<file path="src/rtl/cam_update_ctrl_pkg.sv">
// Shared types for the CAM update controller: request opcodes and FSM states.
package cam_update_ctrl_pkg;

  localparam int OP_WIDTH = 2;

  typedef enum logic [OP_WIDTH-1:0] {
    OP_FILL      = 2'd0,
    OP_INVAL     = 2'd1,
    OP_INVAL_ALL = 2'd2,
    OP_RESERVED  = 2'd3
  } op_e;

  typedef enum logic [1:0] {
    ST_IDLE  = 2'd0,
    ST_PROBE = 2'd1,
    ST_WRITE = 2'd2,
    ST_SWEEP = 2'd3
  } state_e;

endpackage

</file>
<file path="src/rtl/cam_free_sel.sv">
// Finds the lowest-numbered free CAM slot from the shadow valid vector.
module cam_free_sel #(
  parameter int NUM_ENTRIES = 2,
  parameter int INDEX_WIDTH = $clog2(NUM_ENTRIES)
) (
  input  logic [NUM_ENTRIES-1:0] valid_vec,
  output logic                   any_free,
  output logic [INDEX_WIDTH-1:0] free_idx
);

  logic [NUM_ENTRIES-1:0] free_vec;
  logic [NUM_ENTRIES-1:0] free_oh;

  function automatic logic [INDEX_WIDTH-1:0] oh_to_idx(input logic [NUM_ENTRIES-1:0] oh);
    logic [INDEX_WIDTH-1:0] idx;
    idx = '0;
    for (int i = 0; i < NUM_ENTRIES; i++) begin
      if (oh[i]) idx = idx | INDEX_WIDTH'(i);
    end
    return idx;
  endfunction

  assign free_vec = ~valid_vec;
  // x & -x keeps only the lowest set bit
  assign free_oh  = free_vec & (~free_vec + 1'b1);
  assign any_free = |free_vec;
  assign free_idx = oh_to_idx(free_oh);

endmodule

</file>
<file path="src/rtl/cam_update_ctrl.sv">
// Update-side controller for a CAM: probes before writing so keys are never
// duplicated, and picks victims first-free, then round-robin.
module cam_update_ctrl
  import cam_update_ctrl_pkg::*;
#(
  parameter int NUM_ENTRIES = 2,
  parameter int KEY_WIDTH   = 32,
  parameter int INDEX_WIDTH = $clog2(NUM_ENTRIES)
) (
  input  logic                   clk,
  input  logic                   reset,
  input  logic                   req_valid,
  output logic                   req_ready,
  input  logic [1:0]             req_op,
  input  logic [KEY_WIDTH-1:0]   req_key,
  output logic                   resp_valid,
  output logic [INDEX_WIDTH-1:0] resp_idx,
  output logic                   resp_hit,
  output logic                   resp_evict,
  output logic [KEY_WIDTH-1:0]   probe_key,
  input  logic                   probe_hit,
  input  logic [INDEX_WIDTH-1:0] probe_idx,
  output logic                   update_en,
  output logic [KEY_WIDTH-1:0]   update_key,
  output logic [INDEX_WIDTH-1:0] update_idx,
  output logic                   update_valid
);

  localparam logic [INDEX_WIDTH-1:0] LAST_IDX = INDEX_WIDTH'(NUM_ENTRIES - 1);

  state_e                   state_q, state_d;
  op_e                      op_q, op_d;
  logic [KEY_WIDTH-1:0]     key_q, key_d;
  logic [INDEX_WIDTH-1:0]   target_q, target_d;
  logic                     wval_q, wval_d;
  logic                     hit_q, hit_d;
  logic                     evict_q, evict_d;
  logic [INDEX_WIDTH-1:0]   rr_q, rr_d;
  logic [INDEX_WIDTH-1:0]   cnt_q, cnt_d;
  logic [NUM_ENTRIES-1:0]   shadow_q, shadow_d;

  logic                     any_free;
  logic [INDEX_WIDTH-1:0]   free_idx;

  cam_free_sel #(
    .NUM_ENTRIES (NUM_ENTRIES),
    .INDEX_WIDTH (INDEX_WIDTH)
  ) u_free_sel (
    .valid_vec (shadow_q),
    .any_free  (any_free),
    .free_idx  (free_idx)
  );

  // The CAM shares this reset, so clearing shadow_q keeps the mirror exact.
  always_ff @(posedge clk or posedge reset) begin
    if (reset) begin
      state_q  <= ST_IDLE;
      op_q     <= OP_FILL;
      key_q    <= '0;
      target_q <= '0;
      wval_q   <= 1'b0;
      hit_q    <= 1'b0;
      evict_q  <= 1'b0;
      rr_q     <= '0;
      cnt_q    <= '0;
      shadow_q <= '0;
    end else begin
      state_q  <= state_d;
      op_q     <= op_d;
      key_q    <= key_d;
      target_q <= target_d;
      wval_q   <= wval_d;
      hit_q    <= hit_d;
      evict_q  <= evict_d;
      rr_q     <= rr_d;
      cnt_q    <= cnt_d;
      shadow_q <= shadow_d;
    end
  end

  assign probe_key = key_q;

  always_comb begin
    state_d      = state_q;
    op_d         = op_q;
    key_d        = key_q;
    target_d     = target_q;
    wval_d       = wval_q;
    hit_d        = hit_q;
    evict_d      = evict_q;
    rr_d         = rr_q;
    cnt_d        = cnt_q;
    shadow_d     = shadow_q;
    req_ready    = 1'b0;
    resp_valid   = 1'b0;
    resp_idx     = '0;
    resp_hit     = 1'b0;
    resp_evict   = 1'b0;
    update_en    = 1'b0;
    update_key   = key_q;
    update_idx   = '0;
    update_valid = 1'b0;

    case (state_q)
      ST_IDLE: begin
        req_ready = 1'b1;
        if (req_valid) begin
          op_d    = op_e'(req_op);
          key_d   = req_key;
          cnt_d   = '0;
          state_d = (op_e'(req_op) == OP_INVAL_ALL) ? ST_SWEEP : ST_PROBE;
        end
      end

      ST_PROBE: begin
        hit_d   = probe_hit;
        evict_d = 1'b0;
        case (op_q)
          OP_FILL: begin
            wval_d  = 1'b1;
            state_d = ST_WRITE;
            if (probe_hit) begin
              target_d = probe_idx;
            end else if (any_free) begin
              target_d = free_idx;
            end else begin
              target_d = rr_q;
              evict_d  = 1'b1;
              rr_d     = (rr_q == LAST_IDX) ? '0 : rr_q + 1'b1;
            end
          end
          OP_INVAL: begin
            if (probe_hit) begin
              wval_d   = 1'b0;
              target_d = probe_idx;
              state_d  = ST_WRITE;
            end else begin
              resp_valid = 1'b1;
              resp_idx   = probe_idx;
              state_d    = ST_IDLE;
            end
          end
          default: begin
            // Reserved ops complete like an invalidate miss.
            resp_valid = 1'b1;
            resp_idx   = probe_idx;
            state_d    = ST_IDLE;
          end
        endcase
      end

      ST_WRITE: begin
        update_en          = 1'b1;
        update_idx         = target_q;
        update_valid       = wval_q;
        resp_valid         = 1'b1;
        resp_idx           = target_q;
        resp_hit           = hit_q;
        resp_evict         = evict_q;
        shadow_d[target_q] = wval_q;
        state_d            = ST_IDLE;
      end

      ST_SWEEP: begin
        update_en       = 1'b1;
        update_idx      = cnt_q;
        update_key      = '0;
        shadow_d[cnt_q] = 1'b0;
        if (cnt_q == LAST_IDX) begin
          resp_valid = 1'b1;
          resp_idx   = cnt_q;
          cnt_d      = '0;
          state_d    = ST_IDLE;
        end else begin
          cnt_d = cnt_q + 1'b1;
        end
      end

      default: state_d = ST_IDLE;
    endcase
  end

endmodule

</file>
<file path="config.mk">
export PLATFORM = sky130hd
export DESIGN_NAME = cam_update_ctrl
export DESIGN_NICKNAME = d
export VERILOG_FILES = /design/src/rtl/cam_update_ctrl_pkg.sv /design/src/rtl/cam_free_sel.sv /design/src/rtl/cam_update_ctrl.sv
export SDC_FILE = /design/constraint.sdc
export NUM_CORES = 1
export LEC_CHECK = 0
export CAP_MARGIN = 20
export CORE_UTILIZATION = 43
export CTS_BUF_LIST = sky130_fd_sc_hd__clkbuf_8
export CTS_CLUSTER_DIAMETER = 120
export DETAILED_ROUTE_END_ITERATION = 8
export GPL_ROUTABILITY_DRIVEN = 0
export PLACE_DENSITY = 0.95
export SYNTH_ARGS = -nofsm -noshare
export SYNTH_HDL_FRONTEND = slang
export SYNTH_SLANG_ARGS = --single-unit
</file>
<file path="constraint.sdc">
create_clock -name clk -period 3.37 [get_ports clk]
set_clock_uncertainty 0.2 [all_clocks]
set_input_delay 0.5055 -clock clk [delete_from_list [all_inputs] [get_ports clk]]
set_output_delay 0.5055 -clock clk [all_outputs]
set_load 0.1 [all_outputs]
</file>
== Word-level counts from Yosys, hierarchy flattened ==
Cells that the tools add are included.

* Logic and storage cells: 86
* Register bits after elaboration: 44

* Reductions and logical operators: 14
* Add/subtract/negate cells: 3
* Bitwise logic cells: 7
* Equality and inequality tests: 8
* Order comparisons: 4
* Multiplexer cells: 40

{| class="wikitable"
|+ Operator list
! kind !! count
|-
| $mux W32 || 1
|-
| $mux W1 || 21
|-
| $pmux W1 S2 || 6
|-
| $mux W2 || 4
|-
| $pmux W2 S2 || 2
|-
| $pmux W2 S4 || 1
|-
| $eq A2 B2 Y1 const B || 3
|-
| $ne A2 B2 Y1 const B || 3
|-
| $not A2 Y2 || 3
|-
| $pmux W1 S3 || 2
|-
| $reduce_and A2 Y1 || 3
|-
| $reduce_bool A2 Y1 || 3
|-
| $and A2 B2 Y2 || 2
|-
| $eq A2 B1 Y1 const B || 2
|-
| $logic_not A2 Y1 || 2
|-
| $lt A1 B2 Y1 const B || 2
|-
| $reduce_and A4 Y1 || 1
|-
| $reduce_or A2 Y1 || 2
|-
| $reduce_and A3 Y1 || 1
|-
| $add A1 B1 Y1 const B || 2
|-
| $add A2 B1 Y2 const B || 1
|-
| $bwmux W2 || 1
|-
| $demux W1 S1 || 2
|-
| $ge A1 B1 Y1 const B || 2
|-
| other kinds (2) || 4
|}

== Longest topological paths before layout ==
Gate-level depths: netlist (run 1).

* Depth in word-level cells: 8
* Mapped depth: 5

== By module ==
From an unflattened synthesis (run 1), not the netlist that was laid out.

* Cell total of the unflattened synthesis: 172
* Area, all modules: 2093.3 µm²

{| class="wikitable"
|+ Modules (own cells, without submodules)
! module !! area each (µm²) !! cells an instance !! times used !! seq. area each (µm²)
|-
| cam_update_ctrl || 2075.7 || 170 || 1 || 1101.1
|-
| cam_free_sel || 17.5 || 2 || 1 || 0.0
|}

== Worst setup path after synthesis (run 1) ==
Ideal clock, no wire load.

* Path type: register to output
* From: register state_q[0]
* To: output resp_idx
* Cell stages (with the launch flop): 5
* Data arrival time: 3128 ps
* Path buffers: 1
* Data required time: 2664 ps
* Setup slack: -463 ps
* Path through: dfrtp_1 buf_4 nand2b_1 a21oi_1 nand2b_1

* Word-level cells in the longest chain between the ends: 2
* Elaborated cells on any way between the ends: 4
* Classes of those cells: eq/ne (3); mux (1)

{| class="wikitable"
|+ Ends and longest elaborated chain
! element !! RTL line !! text
|-
| start, declared || cam_update_ctrl.sv:31 || <nowiki>state_e state_q, state_d;</nowiki>
|-
| start signal, assigned || cam_update_ctrl.sv:68 || <nowiki>state_q <= state_d;</nowiki>
|-
| $eq A2 B2 Y1 / $eq A2 B1 Y1 (equally long branches) || cam_update_ctrl.sv:104 || <nowiki>case (state_q)</nowiki>
|-
| $pmux W1 S3 * || cam_update_ctrl.sv:104 ||
|-
| end, declared || cam_update_ctrl.sv:17 || <nowiki>output logic [INDEX_WIDTH-1:0] resp_idx,</nowiki>
|}

Mark *: on every way between the ends. The rest lies on a longest branch, timed or not.

== Worst setup path after layout (run 1) ==
* From: register state_q[0]
* To: output update_key[29]

* Word-level cells in the longest chain between the ends: 2

{| class="wikitable"
|+ Ends and longest elaborated chain
! element !! RTL line !! text
|-
| $eq A2 B2 Y1 || cam_update_ctrl.sv:104 ||
|-
| $mux W32 || cam_update_ctrl.sv:104 ||
|-
| end, declared || cam_update_ctrl.sv:24 || <nowiki>output logic [KEY_WIDTH-1:0] update_key,</nowiki>
|}

Every way passes these cells.

==> results of run 1 <==
## cell type report
type                            count  area (µm²)
Fill cell                         345        1340
Clock buffer                        7        96.3
Clock inverter                      1        30.0
Multi-Input combinational cell    113         886
Tap cell                           52        65.1
Inverter                            5        18.8
Timing Repair Buffer              111         941
Sequential cell                    44        1100
## per-stage QoR
| stage | setup WS, ns | hold slack (ns) | util [%] |
|---|---|---|---|
| 2_1_floorplan | 0.00842 | 0.235 | - |
| 3_3_place_gp | 0.824 | 0.254 | 67.3 |
| 3_5_place_dp | 0.733 | 0.258 | 67.3 |
| 4_1_cts | 0.392 | 0.269 | 70.1 |
| 5_1_grt | 0.232 | 0.292 | 70.1 |
| 6_report | 0.481 | 0.265 | 70.1 |
## logic make-up (layout without fill, tap and decap cells)
| group | Yosys count | count (layout) | synth area share (%) |
|---|---|---|---|
| compound gates | 18 | 18 | 6.21 |
| xor+xnor | 1 | 1 | 0.426 |
| buf+inv | 14 | 124 | 3.83 |
| flops | 44 | 44 | 53.5 |
| mux | 33 | 33 | 18.1 |
| simple gates | 61 | 61 | 17.9 |
## synth_stat cells
| cell type | number | area share (%) |
|---|---|---|
| nor3_1 | 2 | 0.49 |
| nor2b_1 | 4 | 1.2 |
| o21bai_1 | 1 | 0.37 |
| nor4_1 | 1 | 0.30 |
| nor3b_1 | 1 | 0.37 |
| xor2_1 | 1 | 0.43 |
| a21o_1 | 1 | 0.37 |
| inv_1 | 5 | 0.91 |
| nor2_1 | 3 | 0.55 |
| buf_4 | 3 | 1.1 |
| nand2_1 | 8 | 1.5 |
| nand2b_1 | 3 | 0.91 |
| o211ai_1 | 1 | 0.37 |
| o2bb2ai_1 | 2 | 0.85 |
| o31a_1 | 1 | 0.43 |
| and2b_2 | 1 | 0.43 |
| a22o_1 | 1 | 0.43 |
| and2_1 | 34 | 10 |
| or4b_1 | 1 | 0.49 |
| dfrtp_1 | 44 | 54 |
| clkbuf_1 | 4 | 0.73 |
| nand2b_4 | 1 | 0.67 |
| o21ai_0 | 4 | 0.97 |
| a32o_1 | 1 | 0.49 |
| mux2_2 | 33 | 18 |
| a21oi_1 | 2 | 0.49 |
| buf_6 | 2 | 1.1 |
| o32ai_1 | 2 | 0.85 |
| a31oi_1 | 2 | 0.61 |
| nand3b_1 | 2 | 0.73 |
## metal layers
metal | up-vias | wire (µm)
li1 | 796 | -
met1 | 805 | 1920
met2 | 79 | 2280
met3 | 9 | 388
met4 | 0 | 84
met5 | - | 0
## state kept, by name (all words and copies together), names as in the netlist
register   flops
rr_q           1
wval_q         1
hit_q          1
cnt_q          1
probe_key     32
op_q           2
target_q       1
state_q        2
evict_q        1
shadow_q       2
## path summary, 6_finish.rpt
path | to | cells past startpoint
min reg2reg | rr_q$_DFFE_PP0P_ | 1
min in group asynchronous | rr_q$_DFFE_PP0P_ | 2
max in group asynchronous | op_q[1]$_DFFE_PP0P_ | 2
max | update_key[29] | 3
min | rr_q$_DFFE_PP0P_ | 1
max reg2reg | cnt_q$_DFFE_PP0P_ | 3
## critical path, cell delays in order (launching register included)
cell,delay [ns]
dfrtp_1,0.61
nand2_1,0.63
and2_1,0.40
buf_4,0.23
==> out/qor.yml, run 1 <==
endpoint_kind: "output pin"
min_from: "rr_q$_DFFE_PP0P_"
fin_area_mm2: 0.00314
clkTransAtPathRegs_ns: 0.08
dr.pass1.iters: 6
drt-initial-drc-count: 119
finalSetupTns_ns: 0
cts.path.max_buffers: 2
maxCapViolCount: 0
vias: 1689
r2r-start: "state_q[0]$_DFFE_PP0P_"
dp_cells: 325
grt_pass1_wl_um: 7710
crit_fanout: 36
tritoncts: "built"
hold_path.class: "reg -> reg"
routed_wl_um: 4680
ys_seq_elements: 44
layout.nets: 319
root_buffer: "clkbuf_8"
cts_buffers: 5
slew_viol_final: 0
rows: 24
drive_gt1_share_pct: 42.3
ant_nets: 0
area_growth_pct: 52.6
grt_util_met2_pct: 32.6
diodes: 0
layout_common_cells: "72 x buf_4, 44 x dfrtp_1, 38 x clkdlybuf4s50_1, 34 x and2_1, 33 x mux2_2"
grt-busiest-layer: "met2"
insertion_delay_ns: 0.29
fmax_mhz: 346
initial_core_util_pct: 46.0
clock_sinks: 44
setup_viol: 0
met1_usage_pct: 24.2
viasPerCell: 5.07
violations: "design-rule violations"
status: "finished with violations"
synth_area_per_cell_um2: 12.0
syn_inst: 171
dp_hpwl_um: 3390
grt_max_degree: 45
fp.dieW_um: 71.2
core_area_mm2: 0.00447
start_kind: "flop"
ys_seq_area_share_pct: 53.5
hold_viol_final: 0
ys_types: 30
grt_use_met3_pct: 4.84
ys_warn_count: 0
overflow: 0
rsz0062_at_grt: "false"
port_buffers: 110
hold_buffers: 0
instances_no_fill: 333
syn-cell-area_mm2: 0.00206
postCtsSetupRepairBufs: 0
drc: 5
antenna_found_initial: 0
htreeDepth: 2
slew_headroom_pct: 40.9
criticalPathCategory: "reg -> out"
syn-num-nets: 210
layout_commonest_cell: "buf_4"
min_period_ns: 2.89
num_io_pins: 111
cp.required_ns: 2.66
placed_cell_area_mm2: 0.00301
die-area_mm2: 0.00506
wl_per_cell_um: 14.0
grt_pass1_vias: 1691
post_cts_resized: 0
die_h_um: 71.2
worstMarginPinSlew_ns: 0.886
grtUsageTotal_pct: 19.6
arrival_ns: 2.18
r2r_slack_ns: 1.42
post-route-period-util_pct: 85.7
startpoint: "state_q[0]$_DFFE_PP0P_"
Power of run 1 is not shown: default switching activity piles up to over one toggle a cycle in this logic, so the estimate is an artifact.
==> inputs of run 2 (changes only) <==
--- a/config.mk
+++ b/config.mk
@@ -12,6 +12,7 @@
 export DETAILED_ROUTE_END_ITERATION = 8
 export GPL_ROUTABILITY_DRIVEN = 0
 export PLACE_DENSITY = 0.95
+export SETUP_SLACK_MARGIN = 0.15
 export SYNTH_ARGS = -nofsm -noshare
 export SYNTH_HDL_FRONTEND = slang
 export SYNTH_SLANG_ARGS = --single-unit
==> run 2 against run 1 <==
  * The flow still finishes with violations (design-rule violations)
  * Critical path depth rose by 1
  * Worst setup slack improved by 0.091 ns
  * Core utilization fell by 0.20 points
  * Cell area fell by 0.28%
  * Wire length rose by 5.9%
  * Flip-flop and latch count did not move
  * Cell count rose by 0.60%
  * Die area did not move
  * Global-route usage rose by 1.1 points
  * Count of clock-buffer cells in the layout fell by 1
  * Via count rose by 1.0%
  * First-iteration DRC count fell by 20%
  * Largest cell class unchanged
  * Highest routed layer unchanged
==> out/qor.yml, run 2 (synthesis gave the netlist of run 1 again) <==
status: "finished with violations"  # unchanged
violations: "design-rule violations"  # unchanged
finalSetupTns_ns: 0  # unchanged
cts.path.max_buffers: 2  # unchanged
dp_hpwl_um: 3680  # was 3390 µm
r2r_slack_ns: 1.50  # was 1.42 ns
viasPerCell: 5.09  # was 5.07
critPathTopFamily: "flip-flops"  # was simple AND/OR/NAND/NOR gates
arrival_ns: 2.09  # was 2.18 ns
layout_common_cells: "74 x buf_4, 44 x dfrtp_1, 38 x clkdlybuf4s50_1, 34 x and2_1, 33 x mux2_2"  # was 72 x buf_4, 44 x dfrtp_1, 38 x clkdlybuf4s50_1, 34 x and2_1, 33 x mux2_2
slowest_delay_ns: 0.61  # was 0.63 ns
htreeDepth: 2  # unchanged
layout_commonest_cell: "buf_4"  # unchanged
grt_pass1_wl_um: 8060  # was 7710 µm
endpoint_kind: "output pin"  # unchanged
drc: 7  # was 5
initial_core_util_pct: 46.0  # unchanged
grtUsageTotal_pct: 20.7  # was 19.6%
post_cts_resized: 0  # unchanged
layout.nets: 321  # was 319
drive_gt1_share_pct: 43.1  # was 42.3%
drt-initial-drc-count: 95  # was 119
core_area_mm2: 0.00447  # unchanged
overflow: 0  # unchanged
path_cells: "nand2_1 -> buf_4 -> and2_1 -> buf_4"  # was nand2_1 -> and2_1 -> buf_4
crit_fanout: 19  # was 36
setup_viol: 0  # unchanged
antenna_found_initial: 0  # unchanged
hold_path_end: "rr_q$_DFFE_PP0P_"  # unchanged
num-fill-cells: 351  # was 345
clock_sinks: 44  # unchanged
hold_buffers: 0  # unchanged
cp.required_ns: 2.66  # about the same
r2r-start: "state_q[0]$_DFFE_PP0P_"  # unchanged
tritoncts: "built"  # unchanged
routed_wl_um: 4950  # was 4680 µm
ant_nets: 0  # unchanged
dr.pass1.iters: 6  # unchanged
grt_max_degree: 45  # unchanged
area_growth_pct: 52.1  # was 52.6%
maxCapViolCount: 0  # unchanged
slew_headroom_pct: 39.6  # was 40.9%
fmax_mhz: 357  # was 346 MHz
postCtsSetupRepairBufs: 0  # unchanged
hold_path.class: "reg -> reg"  # unchanged
min_from: "rr_q$_DFFE_PP0P_"  # unchanged
cpMaxStageDelayCell: "dfrtp_1"  # was nand2_1
largest_reg_flops: 32  # unchanged
slew_viol_final: 0  # unchanged
criticalPathCategory: "reg -> out"  # unchanged
fp.dieW_um: 71.2  # unchanged
path_buf_inv: 2  # was 1
cts_buffers: 5  # unchanged
post-route-period-util_pct: 83.0  # was 85.7%
root_buffer: "clkbuf_8"  # unchanged
port_buffers: 110  # unchanged
hold_viol_final: 0  # unchanged
num_io_pins: 111  # unchanged
clkTransAtPathRegs_ns: 0.09  # was 0.08 ns
rows: 24  # unchanged
reg2reg_to: "cnt_q$_DFFE_PP0P_"  # unchanged
r2r_cells: 4  # was 3
crit_top_cell: "buf_4"
worstMarginPinSlew_ns: 0.905  # was 0.886 ns
min_period_ns: 2.80  # was 2.89 ns
die_h_um: 71.2  # unchanged
die-area_mm2: 0.00506  # unchanged
grt_pass1_vias: 1702  # was 1,691
vias: 1706  # was 1,689
hold_path_depth: 1  # unchanged
start_kind: "flop"  # unchanged
rsz0062_at_grt: "false"  # unchanged
wl_per_cell_um: 14.8  # was 14.0 µm
diodes: 0  # unchanged
insertion_delay_ns: 0.30  # was 0.29 ns
==> run 2: cell types whose count changed in the layout (fill, tap and decap cells not counted), sizes merged <==
| cell | previous run | this run |
|---|---|---|
| clkinvlp | 0 | 2 |
| bufinv | 1 | 0 |
| clkbuf | 7 | 6 |
| buf | 73 | 75 |
==> run 2: metal layers <==
layer / wire [µm] / part of all wire [%] / track usage [%]
met2: 2560 / 52 / 35.8
met4: 75 / 1.5 / 5.56
met3: 363 / 7.3 / 6.84
met5: 0 / 0 / 0
met1: 1960 / 39 / 24.7
==> run 2: worst max path at each step <==
stage,startpoint,end,cells past startpoint
final,state_q[0]$_DFFE_PP0P_,update_key[17],4
after global routing,state_q[0]$_DFFE_PP0P_,update_key[20],4
after CTS,state_q[0]$_DFFE_PP0P_,update_key[17],4
after detailed placement,probe_hit,resp_valid,5
after global placement,probe_hit,resp_valid,5
after floorplan,state_q[0]$_DFFE_PP0P_,resp_idx,4
==> run 2: worst reg2reg max path: stages (launching register included) <==
cell	delay, ns
dfrtp_1	0.61
nand2_1	0.44
buf_4	0.34
nand3b_1	0.09
o21ai_0	0.08
==> run 2: through the flow <==
step | setup WS (ns) | std cells | instance area, µm² | utilization [%] | hold slack, ns
after floorplan | 0.202 | 171 | 2070 | - | 0.235
after global placement | 0.857 | 327 | 3030 | 67.8 | 0.253
after detailed placement | 0.851 | 327 | 3030 | 67.8 | 0.269
after CTS | 0.528 | 335 | 3130 | 69.9 | 0.282
after global routing | 0.416 | 335 | 3130 | 69.9 | 0.308
final | 0.572 | 335 | 3130 | 69.9 | 0.284
==> run 2: cell type report <==
| cell class | instances | area, µm² | area share [%] |
|---|---|---|---|
| Clock inverter | 2 | 15.0 | 0.480 |
| Sequential cell | 44 | 1100 | 35.2 |
| Timing Repair Buffer | 113 | 956 | 30.5 |
| Tap cell | 52 | 65.1 | 2.08 |
| Multi-Input combinational cell | 113 | 891 | 28.5 |
| Clock buffer | 6 | 82.6 | 2.64 |
| Inverter | 5 | 18.8 | 0.600 |
Power of run 2 is left out for the same reason.
